--- config.mk ---
export PLATFORM = sky130hd
export DESIGN_NAME = time_set_ctrl_flat
export DESIGN_NICKNAME = d
export VERILOG_FILES = /design/src/rtl/time_ctrl_pkg.sv /design/src/rtl/time_set_ctrl_if.sv /design/src/rtl/key_conditioner.sv /design/src/rtl/time_set_ctrl.sv /design/src/flat_wrapper.sv
export SDC_FILE = /design/constraint.sdc
export NUM_CORES = 1
export LEC_CHECK = 0
export ABC_AREA = 1
export BUFFER_PORTS_ARGS = -buffer_cell sky130_fd_sc_hd__buf_2
export CELL_PAD_IN_SITES_DETAIL_PLACEMENT = 1
export CELL_PAD_IN_SITES_GLOBAL_PLACEMENT = 2
export CORE_AREA = 2 2 156 158
export DETAILED_ROUTE_END_ITERATION = 8
export DIE_AREA = 0 0 158 160
export GPL_TIMING_DRIVEN = 1
export PLACE_DENSITY_LB_ADDON = 0.1
export SYNTH_ARGS = -nofsm -noshare
export SYNTH_HDL_FRONTEND = slang
export SYNTH_SLANG_ARGS = --single-unit
--- constraint.sdc ---
create_clock -name CLOCK_50 -period 5.5 [get_ports CLOCK_50]
set_clock_uncertainty 0.05 [all_clocks]
set_input_delay 1.1 -clock CLOCK_50 [delete_from_list [all_inputs] [get_ports CLOCK_50]]
set_output_delay 1.1 -clock CLOCK_50 [all_outputs]
set_load 0.01 [all_outputs]
--- src/rtl/time_ctrl_pkg.sv ---
// Shared types and defaults for the time-set front end (tick divider + key conditioners).
// Defaults assume a 50 MHz CLOCK_50.
package time_ctrl_pkg;

    typedef enum logic [2:0] {
        StIdle,
        StPressDb,
        StHeld,
        StRepeat,
        StRelDb
    } key_state_e;

    localparam int unsigned DEFAULT_CLK_HZ       = 50_000_000;
    localparam int unsigned DEFAULT_DEBOUNCE_CYC = 1_000_000;
    localparam int unsigned DEFAULT_REPEAT_DELAY = 25_000_000;
    localparam int unsigned DEFAULT_REPEAT_RATE  = 5_000_000;

    function automatic int unsigned max3(input int unsigned a, input int unsigned b,
                                         input int unsigned c);
        int unsigned m;
        m = (a > b) ? a : b;
        return (m > c) ? m : c;
    endfunction

    // Counter width able to hold 0..n-1, never narrower than one bit.
    function automatic int unsigned cnt_width(input int unsigned n);
        return (n < 2) ? 1 : $clog2(n);
    endfunction

endpackage

--- src/rtl/time_set_ctrl_if.sv ---
// Key inputs and pulse outputs between the time-set front end and the clock counter.
// master: the time_set_ctrl side; slave: the counter side.
interface time_set_ctrl_if;

    logic       key_sec_n;
    logic       key_min_n;
    logic       key_hr_n;
    logic       oneSec;
    logic       force_sec;
    logic       force_sec_n;
    logic       force_min;
    logic       force_min_n;
    logic       force_hr;
    logic       force_hr_n;
    logic [2:0] key_held;

    modport master (
        input  key_sec_n, key_min_n, key_hr_n,
        output oneSec, force_sec, force_sec_n, force_min, force_min_n, force_hr, force_hr_n,
        output key_held
    );

    modport slave (
        output key_sec_n, key_min_n, key_hr_n,
        input  oneSec, force_sec, force_sec_n, force_min, force_min_n, force_hr, force_hr_n,
        input  key_held
    );

endinterface

--- src/rtl/key_conditioner.sv ---
// Synchronizes and debounces one active-low key into press/release pulses.
// TIME_SET_AUTO_REPEAT_EN builds the auto-repeat path (REPEAT state and rep counter).
module key_conditioner
    import time_ctrl_pkg::*;
#(
    parameter int unsigned DEBOUNCE_CYC = DEFAULT_DEBOUNCE_CYC,
    parameter int unsigned REPEAT_DELAY = DEFAULT_REPEAT_DELAY,
    parameter int unsigned REPEAT_RATE  = DEFAULT_REPEAT_RATE
) (
    input  logic clk,
    input  logic rst,
    input  logic key_n,
    output logic press_pulse,
    output logic release_pulse,
    output logic release_set,
    output logic held
);

    localparam int unsigned CntW = cnt_width(max3(DEBOUNCE_CYC, REPEAT_DELAY, REPEAT_RATE));
    localparam logic [CntW-1:0] DbcLast = CntW'(DEBOUNCE_CYC - 1);
`ifdef TIME_SET_AUTO_REPEAT_EN
    localparam logic [CntW-1:0] DelayLast = CntW'(REPEAT_DELAY - 1);
    localparam logic [CntW-1:0] RateLast  = CntW'(REPEAT_RATE - 1);
`endif

    function automatic logic [CntW-1:0] sat_inc(input logic [CntW-1:0] v);
        return (v == {CntW{1'b1}}) ? v : v + CntW'(1);
    endfunction

    logic [1:0]      sync_q;
    logic            synced;
    key_state_e      state_q, state_d;
    logic [CntW-1:0] dbc_q, dbc_d;
`ifdef TIME_SET_AUTO_REPEAT_EN
    logic [CntW-1:0] rep_q, rep_d;
`endif
    // *_fire_q mark the decision; the pulse registers below follow one cycle later.
    logic            press_fire_q, press_fire_d;
    logic            rel_fire_q, rel_fire_d;
    logic            press_q, release_q, held_q, held_d;

    assign synced = sync_q[1];

    always_comb begin
        state_d      = state_q;
        dbc_d        = dbc_q;
`ifdef TIME_SET_AUTO_REPEAT_EN
        rep_d        = rep_q;
`endif
        press_fire_d = 1'b0;
        rel_fire_d   = 1'b0;
        unique case (state_q)
            StIdle: begin
                if (!synced) begin
                    state_d = StPressDb;
                    dbc_d   = '0;
                end
            end
            StPressDb: begin
                if (synced) begin
                    state_d = StIdle;
                end else if (dbc_q == DbcLast) begin
                    state_d      = StHeld;
                    press_fire_d = 1'b1;
`ifdef TIME_SET_AUTO_REPEAT_EN
                    rep_d        = '0;
`endif
                end else begin
                    dbc_d = sat_inc(dbc_q);
                end
            end
            StHeld: begin
                if (synced) begin
                    state_d = StRelDb;
                    dbc_d   = '0;
                end
`ifdef TIME_SET_AUTO_REPEAT_EN
                else if (rep_q == DelayLast) begin
                    state_d      = StRepeat;
                    rep_d        = '0;
                    press_fire_d = 1'b1;
                end else begin
                    rep_d = sat_inc(rep_q);
                end
`endif
            end
`ifdef TIME_SET_AUTO_REPEAT_EN
            StRepeat: begin
                if (synced) begin
                    state_d = StRelDb;
                    dbc_d   = '0;
                end else if (rep_q == RateLast) begin
                    rep_d        = '0;
                    press_fire_d = 1'b1;
                end else begin
                    rep_d = sat_inc(rep_q);
                end
            end
`endif
            StRelDb: begin
                if (!synced) begin
                    state_d = StHeld;
`ifdef TIME_SET_AUTO_REPEAT_EN
                    rep_d   = '0;
`endif
                end else if (dbc_q == DbcLast) begin
                    state_d    = StIdle;
                    rel_fire_d = 1'b1;
                end else begin
                    dbc_d = sat_inc(dbc_q);
                end
            end
            default: state_d = StIdle;
        endcase
        held_d = state_d inside {StHeld, StRepeat, StRelDb};
    end

    always_ff @(posedge clk or posedge rst) begin
        if (rst) begin
            sync_q       <= 2'b11;
            state_q      <= StIdle;
            dbc_q        <= '0;
`ifdef TIME_SET_AUTO_REPEAT_EN
            rep_q        <= '0;
`endif
            press_fire_q <= 1'b0;
            rel_fire_q   <= 1'b0;
            press_q      <= 1'b0;
            release_q    <= 1'b0;
            held_q       <= 1'b0;
        end else begin
            sync_q       <= {sync_q[0], key_n};
            state_q      <= state_d;
            dbc_q        <= dbc_d;
`ifdef TIME_SET_AUTO_REPEAT_EN
            rep_q        <= rep_d;
`endif
            press_fire_q <= press_fire_d;
            rel_fire_q   <= rel_fire_d;
            press_q      <= press_fire_q;
            release_q    <= rel_fire_q;
            held_q       <= held_d;
        end
    end

    assign press_pulse   = press_q;
    assign release_pulse = release_q;
    assign release_set   = rel_fire_q;
    assign held          = held_q;

endmodule

--- src/rtl/time_set_ctrl.sv ---
// Time-set front end: 1 Hz strobe divider plus three key conditioners (sec/min/hr).
// TIME_SET_AUTO_REPEAT_EN enables auto-repeat of force pulses while a key is held.
module time_set_ctrl
    import time_ctrl_pkg::*;
#(
    parameter int unsigned TICK_DIV     = DEFAULT_CLK_HZ,
    parameter int unsigned DEBOUNCE_CYC = DEFAULT_DEBOUNCE_CYC,
    parameter int unsigned REPEAT_DELAY = DEFAULT_REPEAT_DELAY,
    parameter int unsigned REPEAT_RATE  = DEFAULT_REPEAT_RATE
) (
    input  logic           CLOCK_50,
    input  logic           reset,
    time_set_ctrl_if.master bus
);

    localparam int unsigned TickW = cnt_width(TICK_DIV);
    localparam logic [TickW-1:0] TickLast = TickW'(TICK_DIV - 1);

    logic [2:0]       keys_n;
    logic [2:0]       press, rel, rel_set, held;
    logic [TickW-1:0] tick_cnt_q, tick_cnt_d;
    logic             one_sec_q, one_sec_d;

    assign keys_n = {bus.key_hr_n, bus.key_min_n, bus.key_sec_n};

    for (genvar k = 0; k < 3; k++) begin : g_key
        key_conditioner #(
            .DEBOUNCE_CYC (DEBOUNCE_CYC),
            .REPEAT_DELAY (REPEAT_DELAY),
            .REPEAT_RATE  (REPEAT_RATE)
        ) u_key (
            .clk           (CLOCK_50),
            .rst           (reset),
            .key_n         (keys_n[k]),
            .press_pulse   (press[k]),
            .release_pulse (rel[k]),
            .release_set   (rel_set[k]),
            .held          (held[k])
        );
    end

    // A release restarts the second so the counter gets a full second after resuming.
    always_comb begin
        tick_cnt_d = (tick_cnt_q == TickLast) ? '0 : tick_cnt_q + TickW'(1);
        if (|rel_set) begin
            tick_cnt_d = '0;
        end
        one_sec_d = (tick_cnt_q == TickLast);
    end

    always_ff @(posedge CLOCK_50 or posedge reset) begin
        if (reset) begin
            tick_cnt_q <= '0;
            one_sec_q  <= 1'b0;
        end else begin
            tick_cnt_q <= tick_cnt_d;
            one_sec_q  <= one_sec_d;
        end
    end

    assign bus.oneSec      = one_sec_q;
    assign bus.force_sec   = press[0];
    assign bus.force_sec_n = rel[0];
    assign bus.force_min   = press[1];
    assign bus.force_min_n = rel[1];
    assign bus.force_hr    = press[2];
    assign bus.force_hr_n  = rel[2];
    assign bus.key_held    = held;

endmodule

--- src/flat_wrapper.sv ---
// flat-port wrapper written by rule: the top's interface ports become plain ports
module time_set_ctrl_flat import time_ctrl_pkg::*;
#(
    parameter int unsigned TICK_DIV     = DEFAULT_CLK_HZ,
    parameter int unsigned DEBOUNCE_CYC = DEFAULT_DEBOUNCE_CYC,
    parameter int unsigned REPEAT_DELAY = DEFAULT_REPEAT_DELAY,
    parameter int unsigned REPEAT_RATE  = DEFAULT_REPEAT_RATE
)
  (CLOCK_50, reset, bus_key_sec_n, bus_key_min_n, bus_key_hr_n, bus_oneSec, bus_force_sec, bus_force_sec_n, bus_force_min, bus_force_min_n, bus_force_hr, bus_force_hr_n, bus_key_held);
  time_set_ctrl_if bus_i ();
  input  logic CLOCK_50;
  input  logic reset;
  input wire logic [$bits(bus_i.key_sec_n)-1:0] bus_key_sec_n;
  input wire logic [$bits(bus_i.key_min_n)-1:0] bus_key_min_n;
  input wire logic [$bits(bus_i.key_hr_n)-1:0] bus_key_hr_n;
  output wire logic [$bits(bus_i.oneSec)-1:0] bus_oneSec;
  output wire logic [$bits(bus_i.force_sec)-1:0] bus_force_sec;
  output wire logic [$bits(bus_i.force_sec_n)-1:0] bus_force_sec_n;
  output wire logic [$bits(bus_i.force_min)-1:0] bus_force_min;
  output wire logic [$bits(bus_i.force_min_n)-1:0] bus_force_min_n;
  output wire logic [$bits(bus_i.force_hr)-1:0] bus_force_hr;
  output wire logic [$bits(bus_i.force_hr_n)-1:0] bus_force_hr_n;
  output wire logic [$bits(bus_i.key_held)-1:0] bus_key_held;
  assign bus_i.key_sec_n = bus_key_sec_n;
  assign bus_i.key_min_n = bus_key_min_n;
  assign bus_i.key_hr_n = bus_key_hr_n;
  assign bus_oneSec = bus_i.oneSec;
  assign bus_force_sec = bus_i.force_sec;
  assign bus_force_sec_n = bus_i.force_sec_n;
  assign bus_force_min = bus_i.force_min;
  assign bus_force_min_n = bus_i.force_min_n;
  assign bus_force_hr = bus_i.force_hr;
  assign bus_force_hr_n = bus_i.force_hr_n;
  assign bus_key_held = bus_i.key_held;
  time_set_ctrl #(.TICK_DIV(TICK_DIV), .DEBOUNCE_CYC(DEBOUNCE_CYC), .REPEAT_DELAY(REPEAT_DELAY), .REPEAT_RATE(REPEAT_RATE)) u_core (.CLOCK_50(CLOCK_50), .reset(reset), .bus(bus_i));
endmodule
==> impl_metrics.env, run 1 <==
export IMPL_run_status="finished clean"
export IMPL_clk_pin_slew_ps=60
export IMPL_internal_power_uw=1690
export IMPL_critical_path_cell_chain="inv_1, nand2_1, o21ai_0, clkinv_1, nand2_1, nand2_4, nand2_1, nand2_1"
export IMPL_port_buffers=14
export IMPL_dp_hpwl_microns=16900
export IMPL_synthesis_area_sq_um=8350
export IMPL_final_seq_area_sq_um=3310
export IMPL_ys_types=33
export IMPL_hold_buffers=0
export IMPL_power_frac_clock=0.506
export IMPL_startpoint="u_core.g_key[1].u_key.state_q[2]"
export IMPL_stdcell_count=1620
export IMPL_multi_input_area_sq_um=4370
export IMPL_setup_viol=0
export IMPL_finalHoldViolCount=0
export IMPL_clockBufferDepth=2
export IMPL_pwr_share_comb=0.046
export IMPL_nFillCells=3138
export IMPL_cts_resized=0
export IMPL_hold_class="register to register"
export IMPL_syn_area_per_cell_sq_um=6.55
export IMPL_syn_to_final_growth_pct=10.6
export IMPL_max_slew_margin=0.351
export IMPL_root_buffer="clkbuf_16"
export IMPL_cts_sinks=132
export IMPL_initial_utilization=0.351
export IMPL_fmax_mhz=327
export IMPL_switching_share=0.249
export IMPL_postCtsSetupBuffers=0
export IMPL_cp_slowest_cell="nand2_1"
export IMPL_core_area_sq_um=23800
export IMPL_synth_fp_nets=1284
export IMPL_crit_fanout=26
export IMPL_place_gp_congestion=0.789
export IMPL_path_buf_inv=2
export IMPL_cpMostUsedCell="nand2_1"
export IMPL_finalMaxSlewViolations=0
export IMPL_maxCapViolations=0
export IMPL_grt_pass1_vias=7845
export IMPL_viasPerCell=4.69
export IMPL_drc=0
export IMPL_die_x_microns=158
export IMPL_critPathKind="register to register"
export IMPL_cts_buffers_inserted=17
export IMPL_p_switching_uw=559
export IMPL_clock_latency_ps=430
export IMPL_ioPinCount=15
export IMPL_ant_nets=0
export IMPL_grt_max_degree=105
export IMPL_irDropWorstVdd_uv=147
export IMPL_die_area_sq_um=25300
export IMPL_h_tree_depth=4
export IMPL_synth_seq_cells=132
export IMPL_gr_total_overflow=0
export IMPL_most_common_layout_cells="nand2_1, nor2_1, dfrtp_1"
export IMPL_yosysWarnings=0
export IMPL_crit_path_start_kind="register"
export IMPL_num_vias=7603
export IMPL_setup_tns_ps=0
export IMPL_p_leak_uw=0.00431
export IMPL_seqPwrFrac=0.447
export IMPL_drt_iter0_drc=362
export IMPL_drt_wl_total_microns=23700
export IMPL_drive_gt1_frac=0.0617
export IMPL_grt_pass1_wl_microns=40000
export IMPL_fp_dieH_microns=160
export IMPL_cts_tree="yes"
export IMPL_min_period_ps=3060
export IMPL_dr_pass1_iters=4
export IMPL_antenna_cells=0
export IMPL_fin_nets=1292
export IMPL_required_ps=5760
export IMPL_grt_setup_unrepaired="false"
export IMPL_antenna_found_initial=0
export IMPL_timing_final_crit_share=0.556
export IMPL_dp_cells=1588
export IMPL_reg2reg_from="u_core.g_key[1].u_key.state_q[2]"
export IMPL_cpLargestDelayFamily="simple AND/OR/NAND/NOR gates"
export IMPL_pwr_density_cell_nw_per_um2=243
export IMPL_max_stage_delay_ps=850
export IMPL_endpoint_kind="register"
export IMPL_num_rows=57
export IMPL_min_from="u_core.g_key[0].u_key.press_fire_q"
export IMPL_yosysSeqAreaShare=0.396
export IMPL_worst_pin_slew_ps=974
export IMPL_grt_use_total=0.197
export IMPL_layout_commonest_cell="nand2_1"
export IMPL_avgRoutedWirePerCell_microns=14.6
export IMPL_arrival_ps=3320
export IMPL_syn_inst=1275
-- metal layers --
| metal | global-route usage | vias to the layer above | wire length, microns |
|---|---|---|---|
| met5 | 0 | - | 0 |
| met4 | 0.0369 | 0 | 175 |
| met3 | 0.0280 | 12 | 363 |
| met2 | 0.323 | 35 | 11100 |
| met1 | 0.278 | 3626 | 12100 |
| li1 | - | 3930 | - |
-- flip-flops by register name (all words and copies together) (netlist names) --
register / count
u_core.g_key.u_key.release_set: 3
u_core.g_key.u_key.dbc_q: 75
u_core.g_key.u_key.sync_q: 6
u_core.g_key.u_key.press_pulse: 3
u_core.tick_cnt_q: 26
u_core.g_key.u_key.press_fire_q: 3
u_core.bus.oneSec: 1
u_core.g_key.u_key.release_pulse: 3
u_core.g_key.u_key.state_q: 9
u_core.g_key.u_key.held: 3
-- power groups by stage --
| stage | sequential, uW | combinational, uW | clock [uW] |
|---|---|---|---|
| global route | 1010 | 121 | 1200 |
| detailed placement | 1020 | 109 | 0 |
| finish | 1000 | 104 | 1140 |
| global placement | 1020 | 106 | 0 |
| floorplan | 1020 | 84.3 | 0 |
| CTS | 1000 | 109 | 1170 |
-- Yosys cell counts (all sizes together) --
cell	n	area, sq um
o21bai	2	15.0
nand3	130	696
nand3b	1	7.51
nand2	480	1830
nand4	8	50.1
nor3b	2	15.0
clkbuf	8	30.0
a21oi	5	25.0
ha	4	50.1
xnor2	13	114
buf	19	155
o21ai	8	40.0
nor3	22	110
inv	126	473
dfstp	6	158
a211oi	1	7.51
dfrtp	126	3150
a31oi	4	25.0
xor2	36	315
nor2b	2	12.5
or2	2	12.5
a21o	2	15.0
clkinv	4	15.0
nor2	264	1030
-- cells by family after synthesis --
group	count (synthesis)	synth area share
AND/OR/NAND/NOR	911	0.451
buffers and inverters	157	0.0806
flip-flops	132	0.396
adder cells (fa/ha/maj)	4	0.00599
AO/OA/AOI/OAI	22	0.0153
XOR/XNOR	49	0.0514
-- final timing paths --
| check | to | slack (ps) | cells after the start |
|---|---|---|---|
| setup / recovery | u_core.g_key[1].u_key.dbc_q[16] | 2440 | 8 |
| hold / removal | u_core.g_key[0].u_key.press_pulse | 300 | 0 |
| setup reg to reg | u_core.g_key[1].u_key.dbc_q[16] | 2440 | 8 |
| hold reg to reg | u_core.g_key[0].u_key.press_pulse | 300 | 0 |
| max in group asynchronous | u_core.g_key[1].u_key.dbc_q[13] | 3530 | 3 |
| min in group asynchronous | u_core.tick_cnt_q[15] | 870 | 2 |
-- area by class of cell --
cell class	instances	area share
multi-input cells	986	0.473
clock buffers	20	0.0483
well taps	324	0.0439
repair buffers	16	0.00920
clock inverters	12	0.0143
flip-flops and latches	132	0.358
inverters	130	0.0533
-- stage by stage --
stage                     utilization  total power [uW]  instance area [sq um]  setup slack, ps  hold slack, ps
after floorplan                     -              1100                   8350              834             281
after CTS                       0.388              2280                   9240             2290             299
after detailed placement        0.364              1130                   8660             2320             286
after global placement          0.364              1130                   8660             2470             284
after global routing            0.388              2330                   9240             2160             310
final                           0.388              2250                   9240             2440             300
(Power assumes the default switching activity.)
==> inputs of run 2 (changes only) <==
==> constraint.sdc (replaced) <==
create_clock -name CLOCK_50 -period 2.9 [get_ports CLOCK_50]
set_clock_uncertainty 0.05 [all_clocks]
set_input_delay 0.58 -clock CLOCK_50 [delete_from_list [all_inputs] [get_ports CLOCK_50]]
set_output_delay 0.58 -clock CLOCK_50 [all_outputs]
set_load 0.01 [all_outputs]
==> run 2 against run 1 <==
Effect of this change:
- flip-flop and latch count is the same
- combinational power grew 99%
- sequential power grew 90%
- critical path depth increased by 2
- cell area increased by 0.77%
- first-iteration DRC count up 1.9%
- largest cell class unchanged
- largest power group unchanged
==> impl_metrics.env, run 2 (synthesis gave the netlist of run 1 again) <==
export IMPL_die_area_sq_um=25300
export IMPL_postCtsSetupBuffers=0
export IMPL_drt_wl_total_microns=24000
export IMPL_drive_gt1_frac=0.0690
export IMPL_num_rows=57
export IMPL_viasPerCell=4.77
export IMPL_fp_dieH_microns=160
export IMPL_drt_iter0_drc=369
export IMPL_setup_tns_ps=0
export IMPL_h_tree_depth=4
export IMPL_crit_fanout=25
export IMPL_reg2reg_from="u_core.g_key[0].u_key.dbc_q[0]"
export IMPL_place_gp_congestion=0.790
export IMPL_finalMaxSlewViolations=0
export IMPL_dp_hpwl_microns=17500
export IMPL_max_stage_delay_ps=450
export IMPL_utilization=0.391
export IMPL_fin_nets=1301
export IMPL_cts_buffers_inserted=17
export IMPL_cp_slowest_cell="dfrtp_1"
export IMPL_clockBufferDepth=2
export IMPL_arrival_ps=2580
export IMPL_grt_setup_unrepaired="false"
export IMPL_critical_path_cell_chain="ha_1, nand2_1, nor2_4, nand3_1, nor2_2, nand2_1, nand3_2, nand2_2, nand2_1, nand2_1"
export IMPL_max_slew_margin=0.599
export IMPL_antenna_found_initial=0
export IMPL_cts_resized=0
export IMPL_timing_final_crit_share=0.799
export IMPL_clk_pin_slew_ps=70
export IMPL_run_status="finished clean"
export IMPL_startpoint="u_core.g_key[0].u_key.dbc_q[0]"
export IMPL_irDropWorstVdd_uv=248
export IMPL_pwr_share_comb=0.049
export IMPL_internal_power_uw=3170
export IMPL_cpMostUsedCell="nand2_1"
export IMPL_core_area_sq_um=23800
export IMPL_power_frac_clock=0.501
export IMPL_hold_buffers=0
export IMPL_top_usage_layer="met2"
export IMPL_initial_utilization=0.351
export IMPL_port_buffers=14
export IMPL_grt_max_degree=83
export IMPL_ant_nets=0
export IMPL_min_period_ps=2320
export IMPL_largest_reg_flops=75
export IMPL_dr_pass1_iters=4
export IMPL_setup_viol=0
export IMPL_grt_use_total=0.205
export IMPL_ioPinCount=15
export IMPL_die_x_microns=158
export IMPL_endpoint_kind="register"
export IMPL_maxCapViolations=0
export IMPL_root_buffer="clkbuf_16"
export IMPL_nFillCells=3151
export IMPL_finalHoldViolCount=0
export IMPL_avgRoutedWirePerCell_microns=14.7
export IMPL_most_common_layout_cells="nand2_1, nor2_1, dfrtp_1"
export IMPL_final_area_sq_um=9320
export IMPL_worst_pin_slew_ps=601
export IMPL_cpLargestDelayFamily="simple AND/OR/NAND/NOR gates"
export IMPL_switching_share=0.252
export IMPL_drc=0
export IMPL_p_total_uw=4230
export IMPL_timing_hold_ws_ps=110
export IMPL_syn_to_final_growth_pct=11.5
export IMPL_hold_class="input port to async pin"
export IMPL_cts_tree="yes"
export IMPL_path_buf_inv=0
export IMPL_crit_path_start_kind="register"
export IMPL_pwr_density_cell_nw_per_um2=455
export IMPL_p_switching_uw=1070
export IMPL_cts_sinks=132
export IMPL_regMostFlops="u_core.g_key.u_key.dbc_q"
export IMPL_fmax_mhz=431
export IMPL_required_ps=3160
export IMPL_antenna_cells=0
export IMPL_critPathKind="register to register"
export IMPL_top_regs="u_core.g_key.u_key.dbc_q (75), u_core.tick_cnt_q (26), u_core.g_key.u_key.state_q (9)"
export IMPL_use_met3=0.0263
export IMPL_grt_pass1_vias=8067
export IMPL_gr_usage_met1=0.291
export IMPL_num_vias=7770
export IMPL_postPlaceCellArea_sq_um=8740
export IMPL_seqPwrFrac=0.450
export IMPL_clock_latency_ps=420
export IMPL_layout_commonest_cell="nand2_1"
export IMPL_gr_total_overflow=0
export IMPL_p_leak_uw=0.00436
export IMPL_grt_use_met2=0.331
export IMPL_grt_pass1_wl_microns=41500
run 2: changes by cell type in the layout (fill, tap and decap cells not counted), sizes merged:
cell      before  now
inv          127  126
clkbuf        20   21
clkinvlp       6    5
buf           16   25
clkinv         7    9
bufinv         2    1
run 2: stage by stage:
| stage | cells | worst slack [ps] |
|---|---|---|
| 6_report | 1629 | 582 |
| 4_1_cts | 1629 | 510 |
| 2_1_floorplan | 1275 | 638 |
| 5_1_grt | 1629 | 311 |
| 3_5_place_dp | 1597 | 526 |
| 3_3_place_gp | 1597 | 574 |
run 2: layout make-up:
type / instances / area [sq um] / area share
clock inverters: 11 / 101 / 0.0109
flip-flops and latches: 132 / 3310 / 0.355
clock buffers: 21 / 470 / 0.0505
multi-input cells: 986 / 4370 / 0.469
well taps: 324 / 405 / 0.0435
inverters: 130 / 492 / 0.0528
repair buffers: 25 / 165 / 0.0177
run 2: power by group through the flow:
stage / registers (uW) / logic [uW] / clock network (uW)
after floorplan: 1930 / 160 / 0
after global placement: 1940 / 212 / 0
after detailed placement: 1940 / 218 / 0
after CTS: 1900 / 218 / 2190
after global routing: 1910 / 240 / 2280
final: 1900 / 207 / 2120
run 2: final timing paths:
kind	to	slack, ps	cells after the start
min in group CLOCK_50	u_core.g_key[1].u_key.sync_q[0]	210	1
min reg2reg	u_core.g_key[0].u_key.press_pulse	310	0
min	u_core.g_key[2].u_key.dbc_q[14]	110	2
max reg2reg	u_core.g_key[0].u_key.dbc_q[18]	580	10
max	u_core.g_key[0].u_key.dbc_q[18]	580	10
max in group asynchronous	u_core.g_key[2].u_key.sync_q[0]	1840	3
run 2: per-layer routing:
metal / wire (microns) / part of all wire
met5: 0 / 0
met4: 233 / 0.0097
met3: 518 / 0.022
met2: 11200 / 0.47
met1: 12100 / 0.50
run 2: worst reg2reg max path, cell delays in order, from the launching register on:
cell and delay (ps):
dfrtp_1 450, ha_1 280, nand2_1 130, nor2_4 220
nand3_1 130, nor2_2 140, nand2_1 130, nand3_2 100
nand2_2 330, nand2_1 190, nand2_1 60
==> inputs of run 3 (changes only) <==
--- a/config.mk
+++ b/config.mk
@@ -5,13 +5,13 @@
 export SDC_FILE = /design/constraint.sdc
 export NUM_CORES = 1
 export LEC_CHECK = 0
-export ABC_AREA = 1
+export ABC_AREA = 0
 export BUFFER_PORTS_ARGS = -buffer_cell sky130_fd_sc_hd__buf_2
 export CELL_PAD_IN_SITES_DETAIL_PLACEMENT = 1
 export CELL_PAD_IN_SITES_GLOBAL_PLACEMENT = 2
-export CORE_AREA = 2 2 156 158
+export CORE_AREA = 2 2 135 137
 export DETAILED_ROUTE_END_ITERATION = 8
-export DIE_AREA = 0 0 158 160
+export DIE_AREA = 0 0 137 139
 export GPL_TIMING_DRIVEN = 1
 export PLACE_DENSITY_LB_ADDON = 0.1
 export SYNTH_ARGS = -nofsm -noshare
==> constraint.sdc (replaced) <==
create_clock -name CLOCK_50 -period 2.26 [get_ports CLOCK_50]
set_clock_uncertainty 0.05 [all_clocks]
set_input_delay 0.452 -clock CLOCK_50 [delete_from_list [all_inputs] [get_ports CLOCK_50]]
set_output_delay 0.452 -clock CLOCK_50 [all_outputs]
set_load 0.01 [all_outputs]
==> run 3 against run 2 <==
Effect of this change:
- combinational power increased by 7%
- cell area is 12% lower
- critical path depth fell by 5
- wire length decreased by 23%
- register-to-register slack got worse by 480 ps
- flip-flop and latch count unchanged
- global-route usage increased by 0.16 points
- first-iteration DRC count down 22%
- setup slack got worse by 480 ps
==> impl_metrics.env, run 3 <==
export IMPL_synthesis_area_sq_um=7070
export IMPL_h_tree_depth=4
export IMPL_top_usage_layer="met2"
export IMPL_ys_flop_type="dfrtp_1"
export IMPL_grt_use_met2=0.338
export IMPL_drt_iter0_drc=288
export IMPL_ioPinCount=15
export IMPL_fp_dieH_microns=139
export IMPL_grt_pass1_vias=6360
export IMPL_switching_share=0.226
export IMPL_max_slew_margin=0.649
export IMPL_gr_total_overflow=0
export IMPL_antenna_found_initial=0
export IMPL_hold_end="u_core.g_key[2].u_key.sync_q[0]"
export IMPL_grt_use_total=0.206
export IMPL_place_gp_congestion=0.783
export IMPL_p_switching_uw=1260
export IMPL_antenna_cells=0
export IMPL_regMostFlops="u_core.g_key.u_key.dbc_q"
export IMPL_cts_buffers_inserted=17
export IMPL_yosysSeqAreaShare=0.468
export IMPL_critPathKind="register to register"
export IMPL_endpoint_kind="register"
export IMPL_ys_async_sr_fraction=1.00
export IMPL_timing_final_crit_share=0.956
export IMPL_syn_inst=756
export IMPL_synth_seq_cells=132
export IMPL_initial_utilization=0.400
export IMPL_worst_pin_slew_ps=520
export IMPL_grt_setup_unrepaired="false"
export IMPL_ant_nets=0
export IMPL_yosysTopAreaCellShare=0.446
export IMPL_final_area_sq_um=8240
export IMPL_most_common_layout_cells="dfrtp_1, nor2_1, a21oi_1"
export IMPL_reg2reg_depth=5
export IMPL_seqPwrFrac=0.434
export IMPL_drc=0
export IMPL_required_ps=2550
export IMPL_crit_path_start_kind="register"
export IMPL_layout_commonest_cell="dfrtp_1"
export IMPL_irDropWorstVdd_uv=569
export IMPL_top_regs="u_core.g_key.u_key.dbc_q (75), u_core.tick_cnt_q (26), u_core.g_key.u_key.state_q (9)"
export IMPL_setup_viol=0
export IMPL_internal_power_uw=4320
export IMPL_grt_pass1_wl_microns=31700
export IMPL_yosysWarnings=0
export IMPL_dr_pass1_iters=4
export IMPL_ys_types=60
export IMPL_fmax_mhz=463
export IMPL_grt_max_degree=66
export IMPL_syn_area_per_cell_sq_um=9.35
export IMPL_finalHoldViolCount=0
export IMPL_core_area_sq_um=17700
export IMPL_synth_edff_count=0
export IMPL_port_buffers=14
export IMPL_hold_class="input port to register"
export IMPL_use_met3=0.0384
export IMPL_gr_usage_met1=0.275
export IMPL_timing_hold_ws_ps=73.8
export IMPL_clock_latency_ps=430
export IMPL_clockBufferDepth=2
export IMPL_p_leak_uw=0.00333
export IMPL_cts_tree="yes"
export IMPL_min_from="bus_key_hr_n"
export IMPL_r2r_setup_slack_ps=100
export IMPL_synth_top_area_cell="dfrtp_1"
export IMPL_drt_wl_total_microns=18400
export IMPL_pwr_density_cell_nw_per_um2=678
export IMPL_die_area_sq_um=19000
export IMPL_final_seq_area_sq_um=3310
export IMPL_num_rows=49
export IMPL_syn_to_final_growth_pct=16.5
export IMPL_min_period_ps=2160
export IMPL_min_path_cells=1
export IMPL_reg2reg_from="u_core.g_key[2].u_key.sync_q[1]"
export IMPL_viasPerCell=5.93
export IMPL_postPlaceCellArea_sq_um=7570
export IMPL_setup_tns_ps=0
export IMPL_netlist_top_cells_count="dfrtp_1, nor2_1, a21oi_1"
export IMPL_synth_area_leaders="dfrtp_1, a21oi_1, nand3_1, nor2_1, or4_1"
export IMPL_num_vias=6113
export IMPL_synth_fp_nets=765
export IMPL_power_frac_clock=0.527
export IMPL_nFillCells=2002
export IMPL_arrival_ps=2450
export IMPL_r2r_end="u_core.g_key[2].u_key.dbc_q[20]"
export IMPL_multi_input_area_sq_um=3520
export IMPL_largest_reg_flops=75
export IMPL_yosysMostFrequentCell="dfrtp_1"
export IMPL_maxCapViolations=0
export IMPL_cts_sinks=132
export IMPL_utilization=0.467
export IMPL_avgRoutedWirePerCell_microns=17.9
export IMPL_dp_hpwl_microns=12700
export IMPL_clk_pin_slew_ps=60
export IMPL_pwr_share_comb=0.040
export IMPL_crit_fanout=10
export IMPL_root_buffer="clkbuf_16"
export IMPL_finalMaxSlewViolations=0
export IMPL_run_status="finished clean"
export IMPL_postCtsSetupBuffers=0
export IMPL_die_x_microns=137
export IMPL_fin_nets=797
export IMPL_drive_gt1_frac=0.139
run 3: cell count changes after synthesis, sizes merged, moves of 18 or more:
cell,change
o21ai,+21
nor2,-198
a21oi,+54
nand3,-78
or4,+31
nor4,+18
nand4,+27
or3,+28
inv,-114
and3,+19
nand2,-431
o31ai,+27
run 3: metrics by stage:
step / total power, uW / cells / setup slack, ps
after CTS: 5660 / 1030 / 71.5
after global placement: 2670 / 997 / 171
after floorplan: 2600 / 756 / 126
final: 5580 / 1030 / 98.6
after detailed placement: 2690 / 997 / 86.3
after global routing: 5790 / 1030 / 1.38
run 3: logic make-up after synthesis:
kind of cell	after synthesis	share of synthesized area
AOI/OAI and AO/OA	153	0.134
xor gates and xnor gates	32	0.0396
adders and majority gates	4	0.00708
buffers and inverters	51	0.0388
DFF	132	0.468
muxes	4	0.00584
and+or+nand+nor	380	0.306
run 3: power groups by stage:
stage	logic (uW)	registers (uW)	clock network, uW
after floorplan	148	2450	0
after global placement	214	2460	0
after detailed placement	225	2460	0
after CTS	227	2420	3020
after global routing	249	2420	3110
final	221	2420	2940
run 3: worst max-delay path: stages (launching register included):
cell,delay [ps]
dfstp_2,580
and4bb_2,280
nor3_2,80
or3_1,530
or3_1,400
a21oi_1,160
run 3: final cells by class:
| cell class | instances | area share |
|---|---|---|
| Sequential cell | 132 | 0.402 |
| Timing Repair Buffer | 52 | 0.0541 |
| Clock inverter | 11 | 0.0181 |
| Clock buffer | 21 | 0.0583 |
| Inverter | 12 | 0.00592 |
| Multi-Input combinational cell | 573 | 0.427 |
| Tap cell | 229 | 0.0348 |
run 3: how the worst max path moves through the flow:
stage                                     startpoint                         endpoint  slack [ps]
floorplan                                      reset                u_core.bus.oneSec         130
global placement    u_core.g_key[0].u_key.state_q[1]  u_core.g_key[0].u_key.dbc_q[15]         170
detailed placement  u_core.g_key[0].u_key.state_q[1]  u_core.g_key[0].u_key.dbc_q[15]          90
CTS                 u_core.g_key[0].u_key.state_q[1]  u_core.g_key[0].u_key.dbc_q[15]          70
global route         u_core.g_key[2].u_key.sync_q[1]  u_core.g_key[2].u_key.dbc_q[20]           1
finish               u_core.g_key[2].u_key.sync_q[1]  u_core.g_key[2].u_key.dbc_q[20]         100
run 3: what timing repair did:
action                                 CTS  global route
endpoints found under the hold margin   14             0
hold buffers                             1             0
resized for setup                        0             7
setup endpoints to repair                0             3
run 3: metal layers:
metal  wire length, microns  vias to the layer above
met5                      0                        -
met4                    248                        0
met3                    367                       17
met2                   9010                       61
met1                   8790                     3119
li1                       -                     2916
